## config.mk

```make
export PLATFORM = sky130hd
export DESIGN_NAME = wb_arbiter
export DESIGN_NICKNAME = d
export VERILOG_FILES = /design/src/rtl/mima_pkg.sv /design/src/rtl/wb_arbiter_rr.sv /design/src/rtl/wb_arbiter.sv
export SDC_FILE = /design/constraint.sdc
export NUM_CORES = 1
export LEC_CHECK = 0
export BUFFER_PORTS_ARGS = -buffer_cell sky130_fd_sc_hd__buf_4
export CORE_AREA = 2 2 109 111
export DETAILED_ROUTE_END_ITERATION = 7
export DIE_AREA = 0 0 111 113
export GPL_TIMING_DRIVEN = 0
export PLACE_DENSITY = 0.72
export SYNTH_ARGS = -nofsm -noshare
export SYNTH_HDL_FRONTEND = slang
export SYNTH_SLANG_ARGS = --single-unit
```

## constraint.sdc

```tcl
create_clock -name clk -period 6.7 [get_ports clk]
set_clock_uncertainty 0.05 [all_clocks]
set_input_delay 0.335 -clock clk [delete_from_list [all_inputs] [get_ports clk]]
set_output_delay 0.335 -clock clk [all_outputs]
set_load 0.05 [all_outputs]
```

## src/rtl/mima_pkg.sv

```systemverilog
// Shared constants and types for the integer writeback path.
package mima_pkg;

  localparam int XLEN     = 32;
  localparam int REG_AW   = 5;
  localparam int NUM_REGS = 32;
  localparam int NUM_SRC  = 3;

  // Source indices into the writeback request vectors.
  localparam int SRC_ALU = 0;
  localparam int SRC_LSU = 1;
  localparam int SRC_MDU = 2;

  // One writeback result: destination register and value.
  typedef struct packed {
    logic [REG_AW-1:0] rd;
    logic [XLEN-1:0]   data;
  } wb_req_t;

endpackage

```

## src/rtl/wb_arbiter_rr.sv

```systemverilog
// Round-robin arbiter: grants the first valid requester after the last winner.
// The pointer holds the most recently granted index; the scan starts one past it
// and wraps explicitly, so N need not be a power of two.
module rr_arbiter #(
  parameter int N = 3,
  localparam int W = (N > 1) ? $clog2(N) : 1
) (
  input  logic         clk,
  input  logic         rst,
  input  logic [N-1:0] valid,
  output logic [N-1:0] grant,
  output logic [W-1:0] grant_idx
);

  logic [W-1:0] ptr_q;

  // Combinational scan ptr+1, ptr+2, ... modulo N; first valid wins.
  always_comb begin
    int  idx;
    logic found;
    grant     = '0;
    grant_idx = '0;
    found     = 1'b0;
    idx       = 0;
    for (int k = 1; k <= N; k++) begin
      idx = int'(ptr_q) + k;
      if (idx >= N) idx = idx - N;
      if (!found && valid[idx]) begin
        grant[idx] = 1'b1;
        grant_idx  = W'(idx);
        found      = 1'b1;
      end
    end
  end

  // Pointer follows the winner; reset points at N-1 so index 0 goes first.
  always_ff @(posedge clk) begin
    if (rst) begin
      ptr_q <= W'(N - 1);
    end else if (|grant) begin
      ptr_q <= grant_idx;
    end
  end

endmodule

```

## src/rtl/wb_arbiter.sv

```systemverilog
// Writeback arbiter: round-robin selection of execution results into a single
// registered register-file write port, plus a pending-write scoreboard for decode.
//
// Handshake: a source result transfers in the cycle where src_valid[i] and
// src_ready[i] are both high. src_ready is a pure function of src_valid and the
// round-robin pointer (never of data/rd), at most one bit is high, and a source
// must hold valid/rd/data stable until it sees ready.
module wb_arbiter #(
  parameter int NSRC = mima_pkg::NUM_SRC,
  parameter int XLEN = mima_pkg::XLEN,
  parameter int AW   = mima_pkg::REG_AW
) (
  input  logic                 clk,
  input  logic                 rst,
  input  logic [NSRC-1:0]      src_valid,
  output logic [NSRC-1:0]      src_ready,
  input  logic [NSRC*AW-1:0]   src_rd,
  input  logic [NSRC*XLEN-1:0] src_data,
  input  logic                 iss_valid,
  input  logic [AW-1:0]        iss_rd,
  input  logic [AW-1:0]        rs1,
  input  logic [AW-1:0]        rs2,
  output logic                 rs1_busy,
  output logic                 rs2_busy,
  output logic                 rf_wen,
  output logic [AW-1:0]        rf_waddr,
  output logic [XLEN-1:0]      rf_wdata
);

  localparam int NREG = 1 << AW;
  localparam int IW   = (NSRC > 1) ? $clog2(NSRC) : 1;

  logic [NSRC-1:0] grant;
  logic [IW-1:0]   grant_idx;
  logic            accept;
  logic [AW-1:0]   sel_rd;
  logic [XLEN-1:0] sel_data;
  logic [NREG-1:0] busy_q;
  logic [NREG-1:0] busy_d;

  rr_arbiter #(.N(NSRC)) u_rr (
    .clk       (clk),
    .rst       (rst),
    .valid     (src_valid),
    .grant     (grant),
    .grant_idx (grant_idx)
  );

  assign src_ready = grant;
  assign accept    = |grant;

  // Select the winning source's destination and data.
  always_comb begin
    sel_rd   = src_rd[grant_idx*AW +: AW];
    sel_data = src_data[grant_idx*XLEN +: XLEN];
  end

  // Write stage: one-cycle registered write; x0 results are consumed without a write.
  always_ff @(posedge clk) begin
    if (rst) begin
      rf_wen   <= 1'b0;
      rf_waddr <= '0;
      rf_wdata <= '0;
    end else if (accept) begin
      rf_wen   <= (sel_rd != '0);
      rf_waddr <= sel_rd;
      rf_wdata <= sel_data;
    end else begin
      rf_wen   <= 1'b0;
    end
  end

  // Scoreboard next state: clear on accepted result, then set on issue so that
  // a same-cycle issue to the same register keeps it busy. x0 is never busy.
  always_comb begin
    busy_d = busy_q;
    if (accept && (sel_rd != '0)) busy_d[sel_rd] = 1'b0;
    if (iss_valid && (iss_rd != '0)) busy_d[iss_rd] = 1'b1;
    busy_d[0] = 1'b0;
  end

  // Scoreboard register.
  always_ff @(posedge clk) begin
    if (rst) begin
      busy_q <= '0;
    end else begin
      busy_q <= busy_d;
    end
  end

  // Busy lookup reads the registered bits only: no same-cycle bypass.
  assign rs1_busy = busy_q[rs1];
  assign rs2_busy = busy_q[rs2];

endmodule

```

; Word-level counts from Yosys, hierarchy flattened
; Cells that the tools add are included.
[classes]
add_sub_neg = 6
mul = 1
n_lt_le_gt_ge = 15
shifts = 2
mux = 36
n_bitwise = 6
n_reduce_logical = 15
[op_table]
columns = cell, n
row1 = $mux 32, 5
row2 = $ge 32x1->1 const B, 3
row3 = $ge 32x3->1 const B, 3
row4 = $lt 32x4->1 const B, 3
row5 = $shiftx 96x8->32, 1
row6 = $sub 32x3->32 const B, 3
row7 = $and 32x32->32, 1
row8 = $not 32->32, 1
row9 = $or 32x32->32, 1
row10 = $lt 5x6->1 const B, 4
row11 = $mux 1, 15
row12 = $shiftx 15x6->5, 1
row13 = $bmux 1 s5, 2
row14 = $demux 1 s5, 2
row15 = $ge 5x1->1 const B, 2
row16 = $reduce_bool 5->1, 2
row17 = $logic_and 1x1->1, 9
row18 = $mux 3, 3
row19 = $add 2x2->3 const B, 2
row20 = $bmux 1 s2, 3
row21 = $demux 1 s2, 3
row22 = $mux 2, 3
row23 = $or 3x3->3, 2
row24 = $mul 2x3->5 const B, 1
row25 = 5 further kinds, 6
[word_totals]
reg_bits = 72
in_bits = 132
output_inout_bits = 43
word_cells = 87

; Depth between registers and ports, before layout
[logic_depth]
word_depth = 24
mapped_depth = 14

; Cells and area by module
; Synthesis repeated with hierarchy kept, for this count alone.
[unflattened]
cells_unflattened = 525
area_unflattened_um2 = 4398.0
[modules_own_cells]
columns = mod, instances, cells_per_inst, area_each_um2, seq_area_each_um2
row1 = wb_arbiter, 1, 465, 3955.0, 1381.3
row2 = rr_arbiter, 1, 60, 442.9, 40.0

; Worst setup path before layout
; Ideal clock, no wire load.
[synth_timing]
path_type = register to register
start = reg u_rr.ptr_q[0]
end = reg busy_q[6]
setup_ps = 88
t_arrival_ps = 2977
required_ps = 6562
path_slack_ps = 3584
stages_incl_launch_ff = 13
path_buffers = 3
path_cell_list = dfxtp_1 -> buf_2 -> inv_1 -> ha_1 -> or3b_1 -> o21ai_4 -> mux2_4 -> mux2_4 -> or2_1 -> buf_6 -> buf_6 -> o211a_1 -> a311oi_2
[synth_via]
elab_cells_between_ends = 65
classes_between = add/sub: 6 / mul: 1 / order compare: 11 / shift: 1 / mux: 30 / bitwise: 5 / reduce/logical: 11
[synth_lines]
columns = item, line_no
row1 = start: declaration, wb_arbiter_rr.sv:15  ; logic [W-1:0] ptr_q;
row2 = start signal: assignment, wb_arbiter_rr.sv:39  ; ptr_q <= W'(N - 1);
row3 = start signal: assignment, wb_arbiter_rr.sv:41  ; ptr_q <= grant_idx;
row4 = branches (longest 12 deep; another with $sub 32x3->32), -
row5 = $mux 3 (*), wb_arbiter_rr.sv:28  ; if (!found && valid[idx]) begin
row6 = net src_ready[0], wb_arbiter.sv:16  ; output logic [NSRC-1:0] src_ready,
row7 = $reduce_or 3->1 (*), wb_arbiter.sv:50  ; assign accept = |grant;
row8 = $logic_and 1x1->1 (*), wb_arbiter.sv:77  ; if (accept && (sel_rd != '0)) busy_d[sel_rd] = 1'b0;
row9 = $mux 32 (*), wb_arbiter.sv:77
row10 = $or 32x32->32 (no line), -
row11 = $mux 32 (*), wb_arbiter.sv:78  ; if (iss_valid && (iss_rd != '0)) busy_d[iss_rd] = 1'b1;
row12 = end signal: assignment, wb_arbiter.sv:87  ; busy_q <= busy_d;
row13 = end: declaration, wb_arbiter.sv:38  ; logic [NREG-1:0] busy_q;
; Mark *: on every way through the listed nets, which the timed path passes. The select of a mux whose other input is x is not followed.
; A chain may end at the register's enable or synchronous reset.

; Final worst setup path
[layout_timing]
start = reg u_rr.ptr_q[0]
end = reg busy_q[10]
[layout_via]
elab_chain_cells = 24
elab_cells_between_ends = 65
classes_between = add/sub: 6 / mul: 1 / order compare: 11 / shift: 1 / mux: 30 / bitwise: 5 / reduce/logical: 11
[layout_lines]
columns = item, line_no
row1 = $add 2x1->3, wb_arbiter_rr.sv:26  ; idx = int'(ptr_q) + k;
row2 = $sub 32x3->32 / $ge 32x3->1 (equally long branches), wb_arbiter_rr.sv:27  ; if (idx >= N) idx = idx - N;
row3 = $mux 32, wb_arbiter_rr.sv:27
row4 = $bmux 1 s2, wb_arbiter_rr.sv:28
row5 = $mux 1 (implied by the code) (2 in series), wb_arbiter_rr.sv:28
row6 = $mux 1, wb_arbiter_rr.sv:28
row7 = $logic_not 1->1, wb_arbiter_rr.sv:28
row8 = $logic_and 1x1->1, wb_arbiter_rr.sv:28
row9 = [... 7 more ...], -
row10 = $logic_and 1x1->1 (implied by the code), wb_arbiter.sv:77
row11 = $mux 1 (implied by the code), wb_arbiter.sv:77
row12 = $demux 1 s5, wb_arbiter.sv:77
row13 = $not 32->32 (no line), -
row14 = $and 32x32->32 (no line), -
row15 = $mux 32 (*), wb_arbiter.sv:77
row16 = $or 32x32->32 (no line), -
row17 = $mux 32 (*), wb_arbiter.sv:78
; Mark *: on every way between the ends. The rest lies on a longest branch, timed or not. The select of a mux whose other input is x is not followed.

==> out/results.txt <==
Status - complete, no violations
First-pass GRT wire length - 26.4 mm
Syn nets - 723
Pin count of the biggest net entering global routing - 15
Area post-placement - 6420 µm²
Clk slew on worst S/H paths - 0.06 ns
# rows - 39
Fmax - 275 MHz
Sink Count - 71
WL per Instance - 18.5 µm
Post-Syn Area - 4980 µm²
DR vias - 5,346
NumNets Final - 901
CTS root buf - clkbuf_16
Final Cycle Share - 0.544
Antenna diode count - 0
Max Buffers Root-to-Sink - 2
Arr. time, crit path - 3.77 ns
DR iter-0 viols - 350
Asr flop ratio synth - 0
Post-CTS Hold Fix Bufs - 0
Routability cong. - 0.914
Worst skew pair latency - 0.33 ns
Die W - 111 µm
H-tree depth - 3
Crit Path Max Fanout - 10
Worst IR Drop VDD - 0.308 mV
Worst min-delay path class - in -> reg
Worst slew margin - 0.385
Hpwl dp - 13.0 mm
Most common cell after layout, fill and taps aside - buf_4
Commonest cells after routing, fill and taps aside - buf_4, nand2_1, dfxtp_1, a21oi_1, o211ai_1
Pre-Repair DR Iteration Count - 5
CP endpoint kind - flop
GRT overflow - 0
Die Y - 113 µm
Area Growth Syn to Fin - 35.3%
Mapped Avg Cell Area - 8.52 µm²
Die area - 12,500 µm²
RSZ-0062 raised after global routing - false
Drt via density - 5.87
Vias in the first global route - 5,234
Power Dens Cells - 525 nW/µm²
Antenna viol nets, final - 0
CTS tree - built
Pre-CTS WS - 3.13 ns
Maxcap violations - 0
Leakage dissipation - 2.88 nW
Synth unique cells - 76
Post-CTS setup buffer count - 0
Pwr Total - 3.54 mW
Slew @ Worst Pin - 0.920 ns
Register area share after synthesis - 0.285
Post-synth EDFFs - 0
Overall routed net length - 16.8 mm
Core area - 11,300 µm²
Antenna violations before repair - 0
TritonCTS buffer count - 9
Nature of the critical path startpoint - flop
DRC Markers - 0
Final hold viol count - 0
Register area - 1420 µm²
Flops & latches, synth - 71
Max Slew Vio Count - 0
Setup CP Type - reg -> reg
Share of cells above drive strength 1 - 0.331
Synth Flop Type - dfxtp_1
IO Pins - 175
IO buf count - 167
Synth Warn # - 0
Multi-input logic area - 3220 µm²
Setup TNS - 0 ns
Worst path required time - 6.83 ns
PostCTS Resize Cnt - 0
Setup ws final - 3.06 ns
Final Instance Area - 6740 µm²
Filler cell count - 995
Global Route Usage Sum - 0.262
# setup viols final - 0
Minimum clock period - 3.64 ns
Post-Synthesis Cells - 585
Starting Density - 0.442
-- sequential cells by signal, summed over array words and instances (netlist names) --
register    count
u_rr.ptr_q      2
rf_waddr        5
rf_wen          1
rf_wdata       32
busy_q         31
-- power breakdown --
| group | switching [mW] | leakage, nW | internal [mW] |
|---|---|---|---|
| clock network | 0.205 | 0.157 | 0.331 |
| registers | 0.0510 | 0.581 | 0.515 |
| logic | 1.58 | 2.14 | 0.859 |
| total | 1.84 | 2.88 | 1.71 |
-- per-layer routing --
| metal | share of wire | track usage |
|---|---|---|
| met5 | 0 | 0 |
| met4 | 0.031 | 0.110 |
| met3 | 0.075 | 0.0632 |
| met2 | 0.50 | 0.456 |
| met1 | 0.40 | 0.311 |
-- synth_stat cells (all sizes together) (3+ instances only) --
cell,instances,share of area
o21a,3,0.0045
or2,4,0.0050
mux4,18,0.081
nor4,14,0.018
o2bb2ai,3,0.0065
mux2i,36,0.075
clkbuf,17,0.013
o21ai,8,0.010
mux2,4,0.011
a221oi,4,0.0083
nand2b,6,0.0075
o211a,6,0.012
dfxtp,71,0.29
buf,33,0.040
nand2,96,0.072
a211oi,14,0.024
o211ai,36,0.054
o32ai,13,0.023
inv,22,0.017
a2bb2oi,4,0.0070
nor2b,9,0.012
nand3,13,0.014
nand4,7,0.012
a211o,3,0.0070
nor3,9,0.0090
and3,8,0.011
nor2,35,0.026
a31oi,3,0.0038
ha,6,0.015
a21oi,46,0.047
-- metrics by stage --
| step | hold WS (ns) | cells | util |
|---|---|---|---|
| floorplan | 0.396 | 585 | - |
| global placement | 0.390 | 895 | 0.569 |
| detailed placement | 0.396 | 895 | 0.569 |
| CTS | 0.254 | 911 | 0.598 |
| global route | 0.271 | 911 | 0.598 |
| finish | 0.261 | 911 | 0.598 |
-- worst paths after layout --
path                                    from  slack, ns  cells past startpoint                         to
setup / recovery  u_rr.ptr_q[0]$_SDFFE_PP0N_       3.06                     12      busy_q[10]$_SDFF_PP0_
hold / removal                     iss_rd[1]       0.26                      3      busy_q[27]$_SDFF_PP0_
setup reg to reg  u_rr.ptr_q[0]$_SDFFE_PP0N_       3.06                     12      busy_q[10]$_SDFF_PP0_
hold reg to reg    rf_wdata[18]$_SDFFE_PP0N_       0.40                      2  rf_wdata[18]$_SDFFE_PP0N_
-- worst max-delay path: stages (launching register included) --
cell	delay, ns
dfxtp_1	0.36
buf_2	0.24
inv_1	0.15
ha_1	0.34
buf_2	0.21
a21boi_2	0.28
nand2_1	0.19
o21a_1	0.25
buf_2	0.22
mux2i_1	0.14
o21ai_0	0.69
and3_1	0.28
a221oi_1	0.07
-- final cells by class --
type | instances | area share
multi-input cells | 442 | 0.477
repair buffers | 167 | 0.186
plain buffers | 50 | 0.0390
well taps | 143 | 0.0265
flip-flops and latches | 71 | 0.211
inverters | 22 | 0.0122
clock inverters | 7 | 0.0152
clock buffers | 9 | 0.0334
-- cell families (layout without fill, tap and decap cells) --
logic type,count (synthesis),after routing,synth area share
muxes,58,58,0.167
and+or+nand+nor,210,210,0.203
AOI/OAI and AO/OA,168,168,0.261
buffers and inverters,72,255,0.0693
DFF,71,71,0.285
adders and majority gates,6,6,0.0151
(Power assumes the default switching activity.)
